## src/rtl/spi_deserializer_if.sv

```systemverilog
// spi_deserializer_if: one-entry frame buffer handshake between the SPI
// deserializer (master, presents frames) and the request queue (slave, accepts).
interface spi_deserializer_if #(
   parameter int OPCODEW = 2,
   parameter int ADDRW   = 8
);
   logic               ready_in;
   logic               valid_out;
   logic [OPCODEW-1:0] opcode_out;
   logic [ADDRW-1:0]   addr_out;

   modport master (
      input  ready_in,
      output valid_out,
      output opcode_out,
      output addr_out
   );

   modport slave (
      output ready_in,
      input  valid_out,
      input  opcode_out,
      input  addr_out
   );
endinterface

```

## src/rtl/spi_deserializer.sv

```systemverilog
// spi_deserializer: receives opcode+address frames shifted in MSB first on
// mosi under a slow external spi_clk framed by active-low cs_n. Every flop runs
// on clk; the SPI pins are synchronized and edge-detected. Completed frames go
// to a one-entry valid/ready buffer.
// Optional feature: define SPI_DESER_PARITY_EN to expect one extra even-parity
// bit per frame; frames with a parity mismatch are dropped with parity_err.
module spi_deserializer #(
   parameter int ADDRW   = 8,
   parameter int OPCODEW = 2
) (
   input  logic                clk,
   input  logic                rst_n,
   input  logic                spi_clk,
   input  logic                cs_n,
   input  logic                mosi,
   spi_deserializer_if.master  out_if,
   output logic                overflow,
   output logic                frame_err,
   output logic                parity_err
);

   localparam int FW = OPCODEW + ADDRW;
`ifdef SPI_DESER_PARITY_EN
   localparam int NBITS = FW + 1;
`else
   localparam int NBITS = FW;
`endif
   localparam int CNTW = $clog2(FW + 2);

   typedef enum logic [1:0] {
      IDLE  = 2'd0,
      SHIFT = 2'd1,
      HOLD  = 2'd2
   } state_t;

   // Synchronizer chains (s1/s2 for metastability, s3 = previous sample)
   logic sclk_s1_q, sclk_s1_d, sclk_s2_q, sclk_s2_d, sclk_s3_q, sclk_s3_d;
   logic cs_s1_q, cs_s1_d, cs_s2_q, cs_s2_d, cs_s3_q, cs_s3_d;
   logic mosi_s1_q, mosi_s1_d, mosi_s2_q, mosi_s2_d;

   // Counts the cycles after reset until the chains hold only real pin samples
   logic [1:0] prime_q, prime_d;
   logic       primed;

   logic rise, cs_fall, cs_rise;

   state_t             state_q, state_d;
   logic [CNTW-1:0]    cnt_q, cnt_d;
   logic [NBITS-1:0]   shift_q, shift_d;
   logic               valid_q, valid_d;
   logic [OPCODEW-1:0] opcode_q, opcode_d;
   logic [ADDRW-1:0]   addr_q, addr_d;
   logic               overflow_q, overflow_d;
   logic               frame_err_q, frame_err_d;
   logic               frame_done;
   logic               frame_ok;
   logic               drain;

   // Next values for the pin synchronizers and the post-reset priming counter
   always_comb begin
      sclk_s1_d = spi_clk;
      sclk_s2_d = sclk_s1_q;
      sclk_s3_d = sclk_s2_q;
      cs_s1_d   = cs_n;
      cs_s2_d   = cs_s1_q;
      cs_s3_d   = cs_s2_q;
      mosi_s1_d = mosi;
      mosi_s2_d = mosi_s1_q;
      prime_d   = (prime_q == 2'd3) ? prime_q : prime_q + 2'd1;
   end

   // Synchronizer flops; reset to the idle pin levels
   always_ff @(posedge clk or negedge rst_n) begin
      if (!rst_n) begin
         sclk_s1_q <= 1'b0;
         sclk_s2_q <= 1'b0;
         sclk_s3_q <= 1'b0;
         cs_s1_q   <= 1'b1;
         cs_s2_q   <= 1'b1;
         cs_s3_q   <= 1'b1;
         mosi_s1_q <= 1'b0;
         mosi_s2_q <= 1'b0;
         prime_q   <= 2'd0;
      end else begin
         sclk_s1_q <= sclk_s1_d;
         sclk_s2_q <= sclk_s2_d;
         sclk_s3_q <= sclk_s3_d;
         cs_s1_q   <= cs_s1_d;
         cs_s2_q   <= cs_s2_d;
         cs_s3_q   <= cs_s3_d;
         mosi_s1_q <= mosi_s1_d;
         mosi_s2_q <= mosi_s2_d;
         prime_q   <= prime_d;
      end
   end

   // Edges are only trusted once the reset values have been flushed out of the
   // chains; otherwise cs_n held low across reset release would look like a
   // fresh cs_fall and start a bogus frame.
   assign primed  = (prime_q == 2'd3);
   assign rise    = primed &  sclk_s2_q & ~sclk_s3_q;
   assign cs_fall = primed & ~cs_s2_q   &  cs_s3_q;
   assign cs_rise = primed &  cs_s2_q   & ~cs_s3_q;

   assign drain = valid_q & out_if.ready_in;

`ifdef SPI_DESER_PARITY_EN
   logic parity_err_q, parity_err_d;
`endif

   // FSM next state, shift/count datapath and output buffer update
   always_comb begin
      state_d     = state_q;
      cnt_d       = cnt_q;
      shift_d     = shift_q;
      valid_d     = valid_q;
      opcode_d    = opcode_q;
      addr_d      = addr_q;
      overflow_d  = 1'b0;
      frame_err_d = 1'b0;
      frame_done  = 1'b0;
      frame_ok    = 1'b1;
`ifdef SPI_DESER_PARITY_EN
      parity_err_d = 1'b0;
`endif

      if (drain) begin
         valid_d = 1'b0;
      end

      case (state_q)
         IDLE: begin
            if (cs_fall) begin
               cnt_d   = '0;
               shift_d = '0;
               state_d = SHIFT;
            end
         end
         SHIFT: begin
            if (cs_rise) begin
               frame_err_d = 1'b1;
               cnt_d       = '0;
               shift_d     = '0;
               state_d     = IDLE;
            end else if (rise && !cs_s2_q) begin
               shift_d = {shift_q[NBITS-2:0], mosi_s2_q};
               cnt_d   = cnt_q + CNTW'(1);
               if (cnt_q == CNTW'(NBITS - 1)) begin
                  frame_done = 1'b1;
                  state_d    = HOLD;
               end
            end
         end
         HOLD: begin
            if (cs_rise) begin
               state_d = IDLE;
            end
         end
         default: begin
            state_d = IDLE;
         end
      endcase

`ifdef SPI_DESER_PARITY_EN
      frame_ok = ~(^shift_d);
`endif

      if (frame_done) begin
         if (!frame_ok) begin
`ifdef SPI_DESER_PARITY_EN
            parity_err_d = 1'b1;
`endif
         end else if (!valid_q || drain) begin
            valid_d  = 1'b1;
            opcode_d = shift_d[NBITS-1 -: OPCODEW];
            addr_d   = shift_d[NBITS-1-OPCODEW -: ADDRW];
         end else begin
            overflow_d = 1'b1;
         end
      end
   end

   // State, datapath and output-buffer registers
   always_ff @(posedge clk or negedge rst_n) begin
      if (!rst_n) begin
         state_q     <= IDLE;
         cnt_q       <= '0;
         shift_q     <= '0;
         valid_q     <= 1'b0;
         opcode_q    <= '0;
         addr_q      <= '0;
         overflow_q  <= 1'b0;
         frame_err_q <= 1'b0;
      end else begin
         state_q     <= state_d;
         cnt_q       <= cnt_d;
         shift_q     <= shift_d;
         valid_q     <= valid_d;
         opcode_q    <= opcode_d;
         addr_q      <= addr_d;
         overflow_q  <= overflow_d;
         frame_err_q <= frame_err_d;
      end
   end

`ifdef SPI_DESER_PARITY_EN
   // Parity error pulse register
   always_ff @(posedge clk or negedge rst_n) begin
      if (!rst_n) begin
         parity_err_q <= 1'b0;
      end else begin
         parity_err_q <= parity_err_d;
      end
   end

   assign parity_err = parity_err_q;
`else
   assign parity_err = 1'b0;
`endif

   assign out_if.valid_out  = valid_q;
   assign out_if.opcode_out = opcode_q;
   assign out_if.addr_out   = addr_q;
   assign overflow          = overflow_q;
   assign frame_err         = frame_err_q;

endmodule
```

## src/flat_wrapper.sv

```systemverilog
// flat-port wrapper written by rule: the top's interface ports become plain ports
module spi_deserializer_flat 
#(
   parameter int ADDRW   = 8,
   parameter int OPCODEW = 2
)
  (clk, rst_n, spi_clk, cs_n, mosi, overflow, frame_err, parity_err, out_if_ready_in, out_if_valid_out, out_if_opcode_out, out_if_addr_out);
  spi_deserializer_if #(.OPCODEW(OPCODEW), .ADDRW(ADDRW)) out_if_i ();
  input  logic clk;
  input  logic rst_n;
  input  logic spi_clk;
  input  logic cs_n;
  input  logic mosi;
  output logic overflow;
  output logic frame_err;
  output logic parity_err;
  input wire logic [$bits(out_if_i.ready_in)-1:0] out_if_ready_in;
  output wire logic [$bits(out_if_i.valid_out)-1:0] out_if_valid_out;
  output wire logic [$bits(out_if_i.opcode_out)-1:0] out_if_opcode_out;
  output wire logic [$bits(out_if_i.addr_out)-1:0] out_if_addr_out;
  assign out_if_i.ready_in = out_if_ready_in;
  assign out_if_valid_out = out_if_i.valid_out;
  assign out_if_opcode_out = out_if_i.opcode_out;
  assign out_if_addr_out = out_if_i.addr_out;
  spi_deserializer #(.ADDRW(ADDRW), .OPCODEW(OPCODEW)) u_core (.clk(clk), .rst_n(rst_n), .spi_clk(spi_clk), .cs_n(cs_n), .mosi(mosi), .out_if(out_if_i), .overflow(overflow), .frame_err(frame_err), .parity_err(parity_err));
endmodule
```

## config.mk

```make
export PLATFORM = sky130hd
export DESIGN_NAME = spi_deserializer_flat
export DESIGN_NICKNAME = d
export VERILOG_FILES = /design/src/rtl/spi_deserializer_if.sv /design/src/rtl/spi_deserializer.sv /design/src/flat_wrapper.sv
export SDC_FILE = /design/constraint.sdc
export NUM_CORES = 1
export LEC_CHECK = 0
export BUFFER_PORTS_ARGS = -buffer_cell sky130_fd_sc_hd__buf_4
export CORE_UTILIZATION = 55
export DETAILED_ROUTE_END_ITERATION = 10
export HOLD_SLACK_MARGIN = 0.08
export PLACE_DENSITY_LB_ADDON = 0.25
export SYNTH_ARGS = -nofsm -noshare
export SYNTH_HDL_FRONTEND = slang
export SYNTH_SLANG_ARGS = --single-unit
```

## constraint.sdc

```tcl
create_clock -name clk -period 1.9 [get_ports clk]
set_input_delay 0.19 -clock clk [delete_from_list [all_inputs] [get_ports clk]]
set_output_delay 0.19 -clock clk [all_outputs]
set_load 0.05 [all_outputs]
```

==> results of run 1 <==
-- routing by layer --
layer / wire, µm / part of all wire, %
met4: 10 / 0.42
met5: 0 / 0
met3: 86 / 3.6
met1: 1100 / 46
met2: 1160 / 49
-- cell type report --
type	instances	area [µm²]
clock buffers	6	51.3
clock inverters	2	12.5
fillers	196	767
inverters	3	11.3
multi-input cells	66	536
flip-flops and latches	38	955
well taps	30	37.5
repair buffers	25	198
-- critical path, delay by kind of cell (launching register included) --
| kind | cells | cell delay, ps |
|---|---|---|
| flip-flops | 1 | 600 |
| AND/OR/NAND/NOR | 1 | 340 |
| buffers and inverters | 1 | 230 |
| AO/OA/AOI/OAI | 3 | 550 |
-- sequential cells by signal, indices dropped and copies added (netlist names), 2 cells and up --
| register | flops |
|---|---|
| u_core.shift_q | 9 |
| u_core.out_if.addr_out | 8 |
| u_core.cnt_q | 4 |
| u_core.out_if.opcode_out | 2 |
| u_core.prime_q | 2 |
| u_core.state_q | 2 |
-- cell families after synthesis --
kind of cell / Yosys count / synth area share, %
other cells: 1 / 0.244
mux: 12 / 9.54
flops: 38 / 62.2
xor+xnor: 3 / 1.71
buf+inv: 8 / 2.93
simple gates: 25 / 10.4
compound gates: 22 / 10.5
fa+ha+maj: 3 / 2.45
-- worst paths after layout --
check | startpoint | cells past startpoint | slack [ps] | end
max reg2reg | u_core.cs_s2_q | 5 | 150 | u_core.shift_q[0]
min reg2reg | u_core.sclk_s1_q | 0 | 360 | u_core.sclk_s2_q
max in group asynchronous | rst_n | 2 | 1200 | u_core.cs_s2_q
min in group asynchronous | rst_n | 2 | 350 | u_core.shift_q[3]
min | out_if_ready_in | 3 | 210 | u_core.out_if.valid_out
max | u_core.cs_s2_q | 5 | 150 | u_core.shift_q[0]
-- through the flow --
step / instances / util [%]
2_1_floorplan: 112 / -
3_3_place_gp: 158 / 66.1
4_1_cts: 170 / 70.1
3_5_place_dp: 158 / 66.1
5_1_grt: 170 / 70.1
6_report: 170 / 70.1
-- repair_timing --
action | 4_1_cts | 5_1_grt
hold endpoints to repair | 38 | 0
hold buffers | 4 | 0
gates resized for setup | 0 | 0
-- cell usage after synthesis --
cell	number
a31oi_1	2
a211oi_1	3
nand3_1	1
buf_2	3
buf_6	1
o211ai_1	1
a21o_1	1
o21ai_0	1
xnor2_1	3
dfrtp_1	35
nor3_1	1
nor2_8	1
ha_1	3
buf_4	1
mux2_4	3
a22o_1	9
nor2b_1	2
nand3b_1	3
inv_1	3
or3b_1	1
or2b_1	1
nand2_1	5
mux2_2	9
or4b_2	1
nor2_1	7
a21boi_0	1
nand3_4	1
conb_1	1
a21oi_1	4
dfstp_2	3
nand2b_1	1
-- power breakdown --
part | internal (µW) | switching (µW) | total [µW]
clock network | 178 | 250 | 428
logic | 98.7 | 148 | 247
registers | 862 | 55.7 | 917
==> flow_summary.yaml, run 1 <==
cts:
  post-cts-setup-buffer-count: 0
  cts.sinks: 38
  cts_buffer_depth: 2
  cts_made_buffers: 5
  clock-root-buffer: "clkbuf_4"
  cts_htree_levels: 2
  cts_tree: "done"
  cts.clk_slew.worst_paths_ps: 120
  clock_latency_ps: 330
final_layout:
  drive_gt1_share_pct: 33.6
  layout_commonest_cell: "dfrtp_1"
  diodes: 0
  nets: 148
  final_cell_mix: "35 x dfrtp_1, 21 x buf_4, 9 x a22o_1, 9 x mux2_2, 7 x nor2_1"
  area_growth_pct: 17.3
  design_area_um2: 1800
synthesis:
  synthesis.nets: 121
  yosysUniqueCellTypes: 31
  ys_warn_count: 0
  syn-cell-area_um2: 1540
  ys_ff_latch: 38
  synth.top_cells.by_area: "dfrtp_1 57%, mux2_2 6.6%, dfstp_2 5.1%"
  synth_top_area_share_pct: 57.0
  syn_inst: 112
  synth.avg_cell_area_um2: 13.7
  seq_area_frac_synth_pct: 62.2
  yosys.area.top_type: "dfrtp_1"
floorplan:
  die_area_um2: 3010
  die_h_um: 54.8
  row_count: 18
  die_w_um: 54.8
  core_um2: 2570
  initial_utilization_pct: 59.8
  io_pins: 20
placement:
  dp_slack_ps: 179
  place_congestion: 0.823
  port_buffers: 18
  dp.final_hpwl_um: 1590
  placed_area_um2: 1700
timing:
  worst_slack_ps: 155
  maxClockFrequency_mhz: 573
  setup_viol: 0
  whs_ps: 212
  min_period_over_period_pct: 91.9
  rsz0062_at_grt: "false"
  finalCriticalPeriod_ps: 1750
  maxSlewViolCount: 0
  clock_skew_ps: 12.7
  finalSetupTns_ps: 0
  finalHoldViolCount: 0
drt:
  first_pass_iters: 4
  via_per_inst: 5.42
  detail-route-antenna-nets: 0
  post-route-drc-count: 0
  wire_per_inst_um: 13.9
  drt-initial-drc-count: 17
  via_count: 921
  wirelength_um: 2360
worst_setup_path:
  worst_path_max_delay_cell: "dfstp_2"
  critPathMaxStageDelay_ps: 600
  cp-end-kind: "register"
  cp-start-kind: "register"
  crit_type: "reg -> reg"
  critPathMaxFanout: 9
  crit_required_ps: 2170
  arrival_ps: 2020
  crit_chain: "or3b_1, a21oi_1, a31oi_1, buf_4, a22o_1"
pwr:
  vdd_drop_max_mv: 0.703
  p_leak_uw: 0.000889
  p_per_area_nw_per_um2: 884
  finalPower_uw: 1590
min_path:
  hold_path.class: "in -> reg"
global_routing:
  grt_max_degree: 39
  grtUsageMet2_pct: 31.9
  antenna_found_initial: 0
  grt-ovfl-total: 0
  grt-busiest-layer: "met2"
  met1_usage_pct: 21.6
  use_met3_pct: 5.83
  grt_pass1_wl_um: 3800
  grt_pass1_vias: 906
  track_usage_pct: 18.4
status:
  status: "complete, no violations"
flow_run:
  maxCapViolations: 0
(Power assumes the default switching activity.)
==> run 2, diff against run 1 <==
--- a/config.mk
+++ b/config.mk
@@ -7,6 +7,7 @@
 export LEC_CHECK = 0
 export BUFFER_PORTS_ARGS = -buffer_cell sky130_fd_sc_hd__buf_4
 export CORE_UTILIZATION = 55
+export CTS_BUF_LIST = sky130_fd_sc_hd__clkbuf_16
 export DETAILED_ROUTE_END_ITERATION = 10
 export HOLD_SLACK_MARGIN = 0.08
 export PLACE_DENSITY_LB_ADDON = 0.25
==> run 2 against run 1 <==
Final cell count unchanged. Sequential share of layout area fell by 2.3 points. Count of clock-buffer cells in the layout decreased by 1. Clock power up 81%. Non-clock buffer count is the same. Critical path type unchanged. Critical endpoint is now u_core.shift_q[7]. First-iteration DRC count shrank 29%. Design area rose by 4.4%. Global-route usage increased by 2.0 points. Utilization is 3.1 points higher. Sequential power is 0.4% higher. Fmax grew 3.2%.
==> flow_summary.yaml, run 2 (synthesized netlist as in run 1, its figures left out) <==
pwr:
  seqPwrFrac_pct: 47.4
  netSwitchingFraction_pct: 25.9
  internal-power_uw: 1440
  clkPwrFrac_pct: 39.8
  p_comb_share_pct: 12.8
  vdd_drop_max_mv: 1.00
  switchingPower_uw: 503
  p_per_area_nw_per_um2: 1030
  p_leak_uw: 0.000923
worst_setup_path:
  cp-start-kind: "register"
  crit_chain: "ha_1, nand3b_1, a21oi_1, a31oi_1, buf_4, a22o_1"
  arrival_ps: 1900
  crit_type: "reg -> reg"
  worst_path_max_delay_cell: "dfrtp_1"
  crit_required_ps: 2110
  cp-end-kind: "register"
  critPathMaxStageDelay_ps: 390
  path_buf_inv: 1
  crit_family: "compound AO/OA/AOI/OAI gates"
  critPathMaxFanout: 9
cts:
  clock_latency_ps: 270
  cts_htree_levels: 2
  cts.clk_slew.worst_paths_ps: 50
  clock-root-buffer: "clkbuf_16"
  cts_made_buffers: 5
  cts.sinks: 38
  cts_tree: "done"
  cts_buffer_depth: 2
timing:
  finalSetupTns_ps: 0
  setup_viol: 0
  finalHoldViolCount: 0
  clock_skew_ps: 2.83
  min_period_over_period_pct: 89.0
  whs_ps: 270
  maxClockFrequency_mhz: 591
  rsz0062_at_grt: "false"
  finalCriticalPeriod_ps: 1690
  maxSlewViolCount: 0
global_routing:
  track_usage_pct: 20.4
  grt_pass1_vias: 910
  grt_max_degree: 39
  grt_pass1_wl_um: 4010
  antenna_found_initial: 0
  grt-ovfl-total: 0
final_layout:
  largest-register: "u_core.shift_q"
  area_growth_pct: 22.5
  nFillCells: 180
  largest_reg_flops: 9
  nets: 148
  diodes: 0
  drive_gt1_share_pct: 33.6
  final_cell_mix: "35 x dfrtp_1, 21 x buf_4, 9 x a22o_1, 9 x mux2_2, 7 x nor2_1"
  layout_commonest_cell: "dfrtp_1"
floorplan:
  die_h_um: 54.8
  die_area_um2: 3010
  row_count: 18
  die_w_um: 54.8
  initial_utilization_pct: 59.8
  core_um2: 2570
  io_pins: 20
drt:
  drt-initial-drc-count: 12
  wire_per_inst_um: 14.7
  post-route-drc-count: 0
  wirelength_um: 2500
  via_count: 932
  first_pass_iters: 4
  detail-route-antenna-nets: 0
  via_per_inst: 5.48
min_path:
  hold_path.class: "in -> reg"
placement:
  place_congestion: 0.823
  port_buffers: 18
  dp.final_hpwl_um: 1590
flow_run:
  maxCapViolations: 0
status:
  status: "complete, no violations"
[run 2: cell types whose count changed in the layout (fill, tap and decap cells not counted), sizes merged]
cell / before / now
clkbuf: 6 / 5
clkinv: 1 / 2
[run 2: area by class of cell]
cell class	count	area [µm²]	share of cell area, %
flip-flops and latches	38	955	50.8
clock buffers	5	125	6.65
clock inverters	3	16.3	0.865
multi-input cells	66	538	28.6
inverters	3	11.3	0.599
well taps	30	37.5	2.00
repair buffers	25	198	10.5
[run 2: what timing repair did]
action                                  CTS  global route
hold buffers                              4             0
gates resized for setup                   0             1
endpoints found under the setup margin    0             4
buffers inserted                          0             0
endpoints found under the hold margin    38             0
[run 2: per-stage QoR]
step / setup WS [ps] / instances / instance area, µm² / power, µW / utilization, %
finish: 209 / 170 / 1880 / 1940 / 73.2
global placement: 241 / 158 / 1700 / 1160 / 66.1
global route: 15.6 / 170 / 1880 / 2030 / 73.2
detailed placement: 179 / 158 / 1700 / 1170 / 66.1
floorplan: 229 / 112 / 1540 / 1090 / -
CTS: 127 / 170 / 1880 / 1960 / 73.1
[run 2: layer usage]
| metal | track usage [%] | vias up | part of all wire [%] |
|---|---|---|---|
| met3 | 7.50 | 6 | 4.6 |
| met4 | 10.3 | 0 | 2.1 |
| met2 | 33.7 | 23 | 49 |
| met5 | 0 | - | 0 |
| met1 | 23.0 | 459 | 44 |
| li1 | - | 444 | - |
[run 2: worst paths after layout]
kind | start | endpoint | slack, ps | cells past startpoint
max in group asynchronous | rst_n | u_core.cs_s2_q | 1140 | 2
worst max register to register | u_core.prime_q[0] | u_core.shift_q[7] | 210 | 6
worst min-delay path | out_if_ready_in | u_core.out_if.valid_out | 270 | 3
worst min register to register | u_core.mosi_s1_q | u_core.mosi_s2_q | 350 | 0
min in group asynchronous | rst_n | u_core.cnt_q[1] | 410 | 2
worst max-delay path | u_core.prime_q[0] | u_core.shift_q[7] | 210 | 6
[run 2: power groups by stage]
stage,Combinational [µW],Sequential [µW],Clock [µW]
after global placement,230,927,0
after CTS,252,921,791
after floorplan,164,931,0
after detailed placement,240,933,0
after global routing,281,930,817
final,249,921,773
[run 2: worst reg2reg max path, cell delays in order (launching register included)]
cell and delay [ps]:
dfrtp_1 390, ha_1 220, nand3b_1 300, a21oi_1 70, a31oi_1 280, buf_4 230
a22o_1 140
